### src/rtl/signed_seq_divider_pkg.sv
// Shared definitions for the signed sequential divider: default widths,
// the controller state encoding and the iteration-counter width helper.
package div_pkg;

  // Default dividend/quotient and divisor/remainder widths.
  localparam int DEF_DW = 16;
  localparam int DEF_VW = 8;

  // Controller states.
  typedef enum logic [1:0] {
    IDLE = 2'd0,
    CALC = 2'd1,
    FIX  = 2'd2,
    DONE = 2'd3
  } state_t;

  // Width of the iteration counter that runs 0..dw-1.
  function automatic int cnt_w(input int dw);
    return (dw > 1) ? $clog2(dw) : 1;
  endfunction

endpackage

### src/rtl/signed_seq_divider_if.sv
// Operand/result handshake bundle for the signed sequential divider.
// The master side presents operands and consumes results; the slave side
// is the divider itself.
interface signed_seq_divider_if #(
  parameter int DW = 16,
  parameter int VW = 8
);

  logic          in_valid;
  logic          in_ready;
  logic [DW-1:0] dividend;
  logic [VW-1:0] divisor;
  logic          out_valid;
  logic          out_ready;
  logic [DW-1:0] quotient;
  logic [VW-1:0] remainder;
  logic          div_by_zero;
  logic          overflow;

  modport master (
    output in_valid, dividend, divisor, out_ready,
    input  in_ready, out_valid, quotient, remainder, div_by_zero, overflow
  );

  modport slave (
    input  in_valid, dividend, divisor, out_ready,
    output in_ready, out_valid, quotient, remainder, div_by_zero, overflow
  );

endinterface

### src/rtl/signed_seq_divider_sign_mag_conv.sv
// Conditional two's-complement negation. With neg_en tied to the operand's
// MSB it yields the unsigned magnitude (so the most negative value maps to
// 2^(W-1)); with neg_en driven by a captured sign it re-applies that sign.
module sign_mag_conv #(
  parameter int W = 8
) (
  input  logic [W-1:0] din,
  input  logic         neg_en,
  output logic [W-1:0] dout
);

  logic [W-1:0] inv;

  // Invert every bit when negating; the +1 is added below.
  generate
    for (genvar gi = 0; gi < W; gi++) begin : g_inv
      assign inv[gi] = din[gi] ^ neg_en;
    end
  endgenerate

  assign dout = inv + W'(neg_en);

endmodule

### src/rtl/signed_seq_divider.sv
// Signed DW-by-VW radix-2 restoring divider with valid/ready handshakes.
// Operands are converted to magnitudes on capture, divided MSB-first over
// DW cycles, then sign-corrected in a single FIX cycle. Quotient truncates
// toward zero; the remainder takes the sign of the dividend.
module signed_seq_divider
  import div_pkg::*;
#(
  parameter int DW = DEF_DW,
  parameter int VW = DEF_VW
) (
  input  logic                clk,
  input  logic                rst,
  signed_seq_divider_if.slave bus
);

  localparam int CW = cnt_w(DW);

  state_t        state_reg, state_next;
  logic [CW-1:0] cnt_reg;
  logic [VW:0]   prem_reg;       // partial remainder, one guard bit wide
  logic [DW-1:0] quo_reg;        // dividend bits shift out, quotient bits shift in
  logic [VW-1:0] dvs_reg;        // |divisor|
  logic          sign_q_reg;
  logic          sign_r_reg;
  logic          ovf_cap_reg;
  logic          dbz_cap_reg;

  logic [DW-1:0] quotient_reg;
  logic [VW-1:0] remainder_reg;
  logic          dbz_reg;
  logic          ovf_reg;

  logic [DW-1:0] dividend_mag;
  logic [VW-1:0] divisor_mag;
  logic [DW-1:0] quotient_fix;
  logic [VW-1:0] remainder_fix;
  logic          rem_neg;

  logic [VW+1:0] shifted;
  logic [VW+1:0] trial;
  logic          trial_neg;

  // Operand magnitudes on entry.
  sign_mag_conv #(.W(DW)) u_abs_dividend (
    .din    (bus.dividend),
    .neg_en (bus.dividend[DW-1]),
    .dout   (dividend_mag)
  );

  sign_mag_conv #(.W(VW)) u_abs_divisor (
    .din    (bus.divisor),
    .neg_en (bus.divisor[VW-1]),
    .dout   (divisor_mag)
  );

  // Sign re-application for the results. A zero remainder is never negated.
  assign rem_neg = sign_r_reg && (prem_reg[VW-1:0] != '0);

  sign_mag_conv #(.W(DW)) u_fix_quotient (
    .din    (quo_reg),
    .neg_en (sign_q_reg),
    .dout   (quotient_fix)
  );

  sign_mag_conv #(.W(VW)) u_fix_remainder (
    .din    (prem_reg[VW-1:0]),
    .neg_en (rem_neg),
    .dout   (remainder_fix)
  );

  // Shift the next dividend bit into the partial remainder and trial-subtract.
  // The partial remainder stays below |divisor| <= 2^(VW-1), so the shifted
  // value always fits in VW+1 bits and bit VW+1 of the difference is its sign.
  always_comb begin
    shifted   = {prem_reg, quo_reg[DW-1]};
    trial     = shifted - {2'b00, dvs_reg};
    trial_neg = trial[VW+1];
  end

  // State register.
  always_ff @(posedge clk) begin
    if (rst) state_reg <= IDLE;
    else     state_reg <= state_next;
  end

  // Next-state logic; a zero divisor skips the iterations and goes to FIX.
  always_comb begin
    state_next = state_reg;
    case (state_reg)
      IDLE: if (bus.in_valid) state_next = (bus.divisor == '0) ? FIX : CALC;
      CALC: if (cnt_reg == CW'(DW - 1)) state_next = FIX;
      FIX:  state_next = DONE;
      DONE: if (bus.out_ready) state_next = IDLE;
      default: state_next = IDLE;
    endcase
  end

  // Operand capture, iteration datapath and result registers.
  always_ff @(posedge clk) begin
    if (rst) begin
      cnt_reg       <= '0;
      prem_reg      <= '0;
      quo_reg       <= '0;
      dvs_reg       <= '0;
      sign_q_reg    <= 1'b0;
      sign_r_reg    <= 1'b0;
      ovf_cap_reg   <= 1'b0;
      dbz_cap_reg   <= 1'b0;
      quotient_reg  <= '0;
      remainder_reg <= '0;
      dbz_reg       <= 1'b0;
      ovf_reg       <= 1'b0;
    end else begin
      case (state_reg)
        IDLE: begin
          if (bus.in_valid) begin
            quo_reg     <= dividend_mag;
            dvs_reg     <= divisor_mag;
            sign_q_reg  <= bus.dividend[DW-1] ^ bus.divisor[VW-1];
            sign_r_reg  <= bus.dividend[DW-1];
            cnt_reg     <= '0;
            prem_reg    <= '0;
            dbz_cap_reg <= (bus.divisor == '0);
            ovf_cap_reg <= (bus.dividend == {1'b1, {(DW-1){1'b0}}}) &&
                           (bus.divisor == '1);
          end
        end
        CALC: begin
          prem_reg <= trial_neg ? shifted[VW:0] : trial[VW:0];
          quo_reg  <= {quo_reg[DW-2:0], ~trial_neg};
          cnt_reg  <= cnt_reg + CW'(1);
        end
        FIX: begin
          if (dbz_cap_reg) begin
            quotient_reg  <= '0;
            remainder_reg <= '0;
            dbz_reg       <= 1'b1;
            ovf_reg       <= 1'b0;
          end else begin
            // The most-negative / -1 case wraps naturally to 0x8000.
            quotient_reg  <= quotient_fix;
            remainder_reg <= remainder_fix;
            dbz_reg       <= 1'b0;
            ovf_reg       <= ovf_cap_reg;
          end
        end
        default: ;
      endcase
    end
  end

  // Handshake and result outputs.
  always_comb begin
    bus.in_ready    = (state_reg == IDLE);
    bus.out_valid   = (state_reg == DONE);
    bus.quotient    = quotient_reg;
    bus.remainder   = remainder_reg;
    bus.div_by_zero = dbz_reg;
    bus.overflow    = ovf_reg;
  end

endmodule

### src/flat_wrapper.sv
// flat-port wrapper written by rule: the top's interface ports become plain ports
module signed_seq_divider_flat import div_pkg::*;
#(
  parameter int DW = DEF_DW,
  parameter int VW = DEF_VW
)
  (clk, rst, bus_in_valid, bus_dividend, bus_divisor, bus_out_ready, bus_in_ready, bus_out_valid, bus_quotient, bus_remainder, bus_div_by_zero, bus_overflow);
  signed_seq_divider_if #(.DW(DW), .VW(VW)) bus_i ();
  input  logic clk;
  input  logic rst;
  input wire logic [$bits(bus_i.in_valid)-1:0] bus_in_valid;
  input wire logic [$bits(bus_i.dividend)-1:0] bus_dividend;
  input wire logic [$bits(bus_i.divisor)-1:0] bus_divisor;
  input wire logic [$bits(bus_i.out_ready)-1:0] bus_out_ready;
  output wire logic [$bits(bus_i.in_ready)-1:0] bus_in_ready;
  output wire logic [$bits(bus_i.out_valid)-1:0] bus_out_valid;
  output wire logic [$bits(bus_i.quotient)-1:0] bus_quotient;
  output wire logic [$bits(bus_i.remainder)-1:0] bus_remainder;
  output wire logic [$bits(bus_i.div_by_zero)-1:0] bus_div_by_zero;
  output wire logic [$bits(bus_i.overflow)-1:0] bus_overflow;
  assign bus_i.in_valid = bus_in_valid;
  assign bus_i.dividend = bus_dividend;
  assign bus_i.divisor = bus_divisor;
  assign bus_i.out_ready = bus_out_ready;
  assign bus_in_ready = bus_i.in_ready;
  assign bus_out_valid = bus_i.out_valid;
  assign bus_quotient = bus_i.quotient;
  assign bus_remainder = bus_i.remainder;
  assign bus_div_by_zero = bus_i.div_by_zero;
  assign bus_overflow = bus_i.overflow;
  signed_seq_divider #(.DW(DW), .VW(VW)) u_core (.clk(clk), .rst(rst), .bus(bus_i));
endmodule
### config.mk
export PLATFORM = sky130hd
export DESIGN_NAME = signed_seq_divider_flat
export DESIGN_NICKNAME = d
export VERILOG_FILES = /design/src/rtl/signed_seq_divider_pkg.sv /design/src/rtl/signed_seq_divider_if.sv /design/src/rtl/signed_seq_divider_sign_mag_conv.sv /design/src/rtl/signed_seq_divider.sv /design/src/flat_wrapper.sv
export SDC_FILE = /design/constraint.sdc
export NUM_CORES = 1
export LEC_CHECK = 0
export CAP_MARGIN = 20
export CORE_MARGIN = 2
export CORE_UTILIZATION = 60
export CTS_CLUSTER_SIZE = 30
export DETAILED_ROUTE_END_ITERATION = 10
export MAX_ROUTING_LAYER = met4
export PLACE_DENSITY = 0.93
export SLEW_MARGIN = 5
export SYNTH_ARGS = -nofsm -noshare
export SYNTH_HDL_FRONTEND = slang
export SYNTH_HIERARCHICAL = 1
export SYNTH_SLANG_ARGS = --single-unit
### constraint.sdc
create_clock -name clk -period 5.2 [get_ports clk]
set_input_delay 0.52 -clock clk [delete_from_list [all_inputs] [get_ports clk]]
set_output_delay 0.52 -clock clk [all_outputs]
set_load 0.02 [all_outputs]
* Word level (Yosys, flattened, before mapping)
Index checks and enable logic that the tools add are counted.
Operators by class: add/sub/neg operators 6, bitwise operators 48, eq/ne operators 9, muxes and demuxes 16, reductions and logical operators 9
Operators by type and width (number):
- $xor A1 B1 Y1 | 47
- $mux W16 | 2
- $pmux W16 S2 | 1
- $mux W9 | 2
- $pmux W9 S2 | 1
- $add A15 B1 Y16 | 1
- $add A16 B1 Y16 | 1
- $eq A16 B16 Y1 const B | 1
- $sub A10 B8 Y10 | 1
- $add A7 B1 Y8 | 1
- $add A8 B1 Y8 | 1
- $eq A8 B8 Y1 const B | 1
- $logic_not A8 Y1 | 1
- $mux W2 | 4
- $mux W8 | 1
- $pmux W2 S4 | 1
- $pmux W4 S2 | 1
- $reduce_bool A8 Y1 | 1
- $add A4 B1 Y4 const B | 1
- $eq A2 B2 Y1 const B | 2
- $eq A4 B4 Y1 const B | 1
- $mux W4 | 1
- $ne A2 B2 Y1 const B | 2
- $reduce_and A2 Y1 | 2
- other kinds (8) | 10
Word-level totals: word-level logic and storage cells 101, register bits 69, input bits 28, output and inout port bits 28

* Logic depth before layout (Yosys ltp)
Gate-level depths: netlist of the first run.
depth in word-level cells 5, gate-level depth with buffers 11, mapped depth without buffers 10

* Cells and area by module
Netlist of the first run, hierarchy kept.
Modules (own cells, without submodules):
- signed_seq_divider | instances 1, cells each 419, sequential area each 1381.3 sq um, area an instance 3487.1 sq um
- sign_mag_conv (u_core.u_abs_dividend ...) | instances 2, cells each 103, sequential area each 0.0 sq um, area an instance 757.0 sq um
- sign_mag_conv (u_core.u_abs_divisor ...) | instances 2, cells each 35, sequential area each 0.0 sq um, area an instance 275.3 sq um

* Worst setup path before layout of the first run
OpenSTA, ideal clock, no wires.
kind in2reg, start point in bus_dividend[15], end point reg u_core.quo_reg[10], stages on the path 11, data required time 5.062 ns, buffers on the path 3, arrival time 2.630 ns, setup slack 2.433 ns, setup time 0.138 ns, cell sequence buf_2 > clkbuf_1 > buf_2 > xor2_1 > ha_1 > nand2b_1 > o22ai_4 > o211a_1 > or4_1 > mux2i_1 > a211oi_1
Between the ends: longest elaborated chain between the ends 4, elaborated cells between the ends (all ways) 14, those cells by class 1 x add/sub; 2 x mux; 11 x bitwise
RTL lines:
- start, declared | RTL line flat_wrapper.sv:12 | input wire logic [$bits(bus_i.dividend)-1:0] bus_dividend;
- $xor A1 B1 Y1 | RTL line signed_seq_divider_sign_mag_conv.sv:17 | assign inv[gi] = din[gi] ^ neg_en;
- $add A15 B1 Y16 (*) | RTL line signed_seq_divider_sign_mag_conv.sv:21 | assign dout = inv + W'(neg_en);
- net u_core.dividend_mag[10] | RTL line signed_seq_divider.sv:33 | logic [DW-1:0] dividend_mag;
- $mux W16 (*) | RTL line signed_seq_divider.sv:116 | if (bus.in_valid) begin
- $pmux W16 S2 (*) | RTL line signed_seq_divider.sv:114 | case (state_reg)
- end signal, assigned | RTL line signed_seq_divider.sv:117 | quo_reg <= dividend_mag;
- end signal, assigned | RTL line signed_seq_divider.sv:130 | quo_reg <= {quo_reg[DW-2:0], ~trial_neg};
- end, declared | RTL line signed_seq_divider.sv:21 | logic [DW-1:0] quo_reg;
Mark *: on every way through the listed nets, which the timed path passes. The rest lies on a longest branch. The select of a mux whose other input is x is not followed. A chain may end at the register's enable or synchronous reset.

* Worst setup path in the final report of the first run
Same ends and word-level chain as after synthesis.

==> impl_metrics.ini, run 1 <==
[global_route]
antenna_found_initial = 0
grt_usage_pct = 26.51
overflow = 0
grt_start_max_net_pins = 68
grt_pass1_vias = 4707
grt_pass1_wl_um = 21550

[cts]
ctsResizeCount = 0
clock_sinks = 69
cts_buffers = 9
cts_root_buf = clkbuf_8
clk_pin_slew_ns = 0.07
h-tree-depth = 3
cts_tree = yes
cts_setup_buffers = 0
cts_hold_buf = 0
clockBufferDepth = 2
clock_latency_ns = 0.34

[critical_path]
worstSetupPathType = input pin to register
cp.arrival_ns = 3.04
cp_data_required_time_ns = 5.37
reg2reg_slack_ns = 2.62
cp-end-kind = register
cp-start-kind = input pin
crit_path_max_fanout = 34

[final_layout]
drive_above_1_share_pct = 6.667
area_growth_syn_to_layout_pct = 13.50
nets = 782
fin_util_pct = 69.18
diodes = 0

[route]
firstDrtPassIters = 5
wire_per_inst_um = 15.58
vias = 5176
ant_nets = 0
drc_errors = 0
viasPerCell = 6.118
wirelength_um = 13180
drt_iter0_drc = 333

[floorplanning]
initial_core_util_pct = 60.95
rows = 35
fp.dieArea_sq_um = 10040
fp.dieH_um = 100.2
core_area_sq_um = 9109
io_pins = 56
die_x_um = 100.2

[power]
power_switching_mw = 1.296
power_frac_seq_pct = 29.3
intPower_mw = 1.618
switching_share_pct = 44.48
clkPwrFrac_pct = 16.9
power.leakage_nw = 2.359
power.density_nw_per_um2 = 462.5
pwr-share-comb_pct = 53.8
ir_drop_v = 0.0002554

[outcome]
status = completed

[yosys]
yosysTopAreaCell = dfxtp_1
yosys.area.top_type_share_pct = 24.88
yosys-top-cells-area = dfxtp_1 (25%), xnor2_1 (6.5%), a21oi_1 (5.4%)
synth_edf_count = 0
synthTopCellsByCount = dfxtp_1 (69), nor2_1 (66), a21oi_1 (60)
syn_nets = 747
ys_types = 71
synth_area_sq_um = 5552
yosysMostFrequentCell = dfxtp_1
synth_cells = 695
ys_async_sr_fraction_pct = 0
synth_area_per_cell_sq_um = 7.988
yosysWarnings = 6
synth_top_flop_cell = dfxtp_1
yosysSeqAreaShare_pct = 24.88
ys_ff_latch = 69

[run]
max_cap_viol_count = 0

[sta]
finClkSkew_ns = 0.008316
max_slew_margin_pct = 29.94
period_share_pct = 55.30
fmaxAchievable_mhz = 347.8
drv_slew = 0
period_needed_ns = 2.876
setup_viol = 0
rsz0062_at_grt = false
worstMarginPinSlew_ns = 1.051
tns_ns = 0
hold_violations = 0
setup_slack_ns = 2.324

[placement]
io_buffers = 55
post-dp-hpwl_um = 9579
gp_congestion = 0.8746
post-place-ws_ns = 1.981

[hold_path]
hold_path.class = register to register
==> power groups by stage <==
| stage | Sequential [mW] | Combinational (mW) | Clock (mW) |
|---|---|---|---|
| 2_1_floorplan | 0.806 | 1.26 | 0 |
| 3_3_place_gp | 0.848 | 1.47 | 0 |
| 3_5_place_dp | 0.861 | 1.53 | 0 |
| 4_1_cts | 0.850 | 1.55 | 0.499 |
| 5_1_grt | 0.879 | 1.70 | 0.519 |
| 6_report | 0.855 | 1.57 | 0.491 |
==> critical path: stages <==
cell             delay (ns)
clkdlybuf4s50_1        0.45
buf_4                  0.33
ha_1                   0.31
ha_1                   0.23
nand2_1                0.14
o22ai_4                0.28
nor2_1                 0.07
or4_1                  0.48
mux2i_1                0.14
a211oi_1               0.10
==> per-stage QoR <==
stage,power [mW],hold slack (ns),area [sq um],instances
2_1_floorplan,2.066,0.4325,5552,695
3_3_place_gp,2.316,0.4448,6076,830
3_5_place_dp,2.393,0.4599,6076,830
4_1_cts,2.895,0.4695,6301,846
5_1_grt,3.099,0.4931,6301,846
6_report,2.914,0.4692,6301,846
==> cell families after synthesis <==
group	share of synthesized area [%]
and+or+nand+nor	26.21
AOI/OAI and AO/OA	20.13
xor gates and xnor gates	11.38
DFF	24.88
buffers and inverters	5.724
muxes	6.130
adders and majority gates	5.544
==> layer usage <==
| metal | wire (um) | GRT usage [%] |
|---|---|---|
| met1 | 5882 | 34.26 |
| met2 | 6334 | 43.62 |
| met3 | 799 | 4.387 |
| met4 | 163 | 6.217 |
| met5 | 0 | - |
==> area by class of cell <==
| cell class | instances | area, sq um |
|---|---|---|
| Multi-Input combinational cell | 560 | 3852 |
| Fill cell | 722 | 2808 |
| Sequential cell | 69 | 1381 |
| Timing Repair Buffer | 62 | 598.1 |
| Clock buffer | 12 | 155.1 |
| Tap cell | 111 | 138.9 |
| Inverter | 28 | 105.1 |
| Clock inverter | 4 | 70.07 |
==> path summary, 6_finish.rpt <==
check             depth (start not counted)           startpoint            endpoint
setup reg to reg                          7  u_core/state_reg[0]  u_core/prem_reg[8]
setup / recovery                         10     bus_dividend[15]  u_core/quo_reg[10]
hold reg to reg                           2    u_core/dvs_reg[0]   u_core/dvs_reg[0]
hold / removal                            2    u_core/dvs_reg[0]   u_core/dvs_reg[0]
==> cell usage in the layout, fill, tap and decap left out, types with 7 or more instances in the layout <==
cell,n
dfxtp_1,69
nor2_1,66
a21oi_1,60
clkdlybuf4s50_1,54
nand2_1,52
xnor2_1,41
mux2i_1,29
inv_1,28
nor2b_1,28
xor2_1,28
nand2b_1,23
ha_1,23
nand3_1,19
o21ai_0,17
a211oi_1,17
o22ai_1,13
nor4_1,12
clkbuf_8,11
nor3_1,10
nand4b_1,7
buf_4,7
(Power assumes the default switching activity.)
==> run 2, diff against run 1 <==
Settings changed: CORE_UTILIZATION 60 to 53, PLACE_DENSITY 0.93 to 0.88.
Clock period 5.2 ns to 2.6 ns, I/O delays scaled along.
==> impl_metrics.ini, run 2 (same netlist as run 1, synthesis figures left out) <==
[final_layout]
diodes = 0
fin_cells = 889
area_growth_syn_to_layout_pct = 15.44
multi_input_area_sq_um = 3852
drive_above_1_share_pct = 8.632
final_cell_mix = dfxtp_1 (69), nor2_1 (66), a21oi_1 (60)
seqCellArea_sq_um = 1381
num-fill-cells = 865
stdcell_area_sq_um = 6409
layout_commonest_cell = dfxtp_1
nets = 801

[sta]
period_share_pct = 93.91
tns_ns = 0
worstMarginPinSlew_ns = 0.6537
finClkSkew_ns = 0.004505
setup_slack_ns = 0.1583
hold_violations = 0
max_slew_margin_pct = 56.13
rsz0062_at_grt = false
period_needed_ns = 2.442
setup_viol = 0
drv_slew = 0
fmaxAchievable_mhz = 409.6

[critical_path]
cp-start-kind = register
cp_cell_sequence = buf_4, inv_1, o21ai_0, a21oi_1, or4_1, a21oi_1, nor2_1
critPathLaunch = u_core/sign_q_reg
crit_family = compound AO/OA/AOI/OAI gates
critPathBufInv = 2
cpMaxStageDelayCell = dfxtp_1
crit_path_max_fanout = 24
cp.arrival_ns = 2.67
cp_data_required_time_ns = 2.83
slowest_delay_ns = 0.54
worstSetupPathType = register to register
cp-end-kind = register
critPathMostFrequentCell = a21oi_1
worstReg2RegStart = u_core/sign_q_reg

[floorplanning]
fp.dieArea_sq_um = 11310
die_x_um = 106.3
core_area_sq_um = 10230
rows = 37
fp.dieH_um = 106.3
initial_core_util_pct = 54.26
io_pins = 56

[cts]
clockBufferDepth = 2
ctsResizeCount = 0
cts_buffers = 9
cts_hold_buf = 0
h-tree-depth = 3
cts_setup_buffers = 0
clock_sinks = 69
clock_latency_ns = 0.35
cts_tree = yes
clk_pin_slew_ns = 0.07
cts_root_buf = clkbuf_8

[placement]
io_buffers = 55
place_area_sq_um = 6250
post-place-ws_ns = -0.1443
gp_congestion = 0.9645
dp_cells = 874
post-dp-hpwl_um = 9914

[global_route]
overflow = 0
grt_start_max_net_pins = 49
antenna_found_initial = 0
grt_pass1_vias = 4751
grt_usage_pct = 24.82
grt_pass1_wl_um = 22400

[route]
firstDrtPassIters = 5
ant_nets = 0
wirelength_um = 13320
vias = 5257
wire_per_inst_um = 14.98
drt_iter0_drc = 441
viasPerCell = 5.913
drc_errors = 0

[run]
max_cap_viol_count = 0

[power]
power.density_nw_per_um2 = 875.8
power.leakage_nw = 2.422
ir_drop_v = 0.0003734
total_power_mw = 5.613

[outcome]
status = completed

[hold_path]
hold_path.class = input pin to register
min-delay-start = rst
run 2: final cells by class:
cell class	count	area share, %
multi-input combinational	560	60.11
inverter	28	1.640
timing repair buffer	81	11.56
tap	136	2.655
clock inverter	2	0.1562
sequential	69	21.55
clock buffer	13	2.323
run 2: report_power, final:
group	switching [mW]	leakage, nW	total, mW	internal [mW]
Clock	0.384	0.0833	0.748	0.365
Sequential	0.381	0.563	1.69	1.31
Combinational	1.80	1.78	3.17	1.37
Total	2.57	2.42	5.61	3.04
run 2: per-stage QoR:
stage / utilization [%] / hold slack (ns)
floorplan: - / 0.3960
global placement: 61.09 / 0.4457
detailed placement: 61.09 / 0.4523
CTS: 62.64 / 0.3492
global route: 62.64 / 0.3774
finish: 62.64 / 0.3580
run 2: worst paths after layout:
| path | end | slack [ns] | cells after the start |
|---|---|---|---|
| max | u_core/bus.quotient[10] | 0.16 | 7 |
| min | u_core/quo_reg[1] | 0.36 | 2 |
| max reg2reg | u_core/bus.quotient[10] | 0.16 | 7 |
| min reg2reg | u_core/dvs_reg[4] | 0.47 | 2 |
run 2: layer usage:
| layer | GRT usage (%) | vias to the layer above | part of all wire, % |
|---|---|---|---|
| met5 | - | - | 0 |
| met4 | 9.774 | 0 | 2.0 |
| met3 | 2.636 | 27 | 4.9 |
| met2 | 38.64 | 185 | 47 |
| met1 | 33.16 | 2454 | 46 |
| li1 | - | 2591 | - |
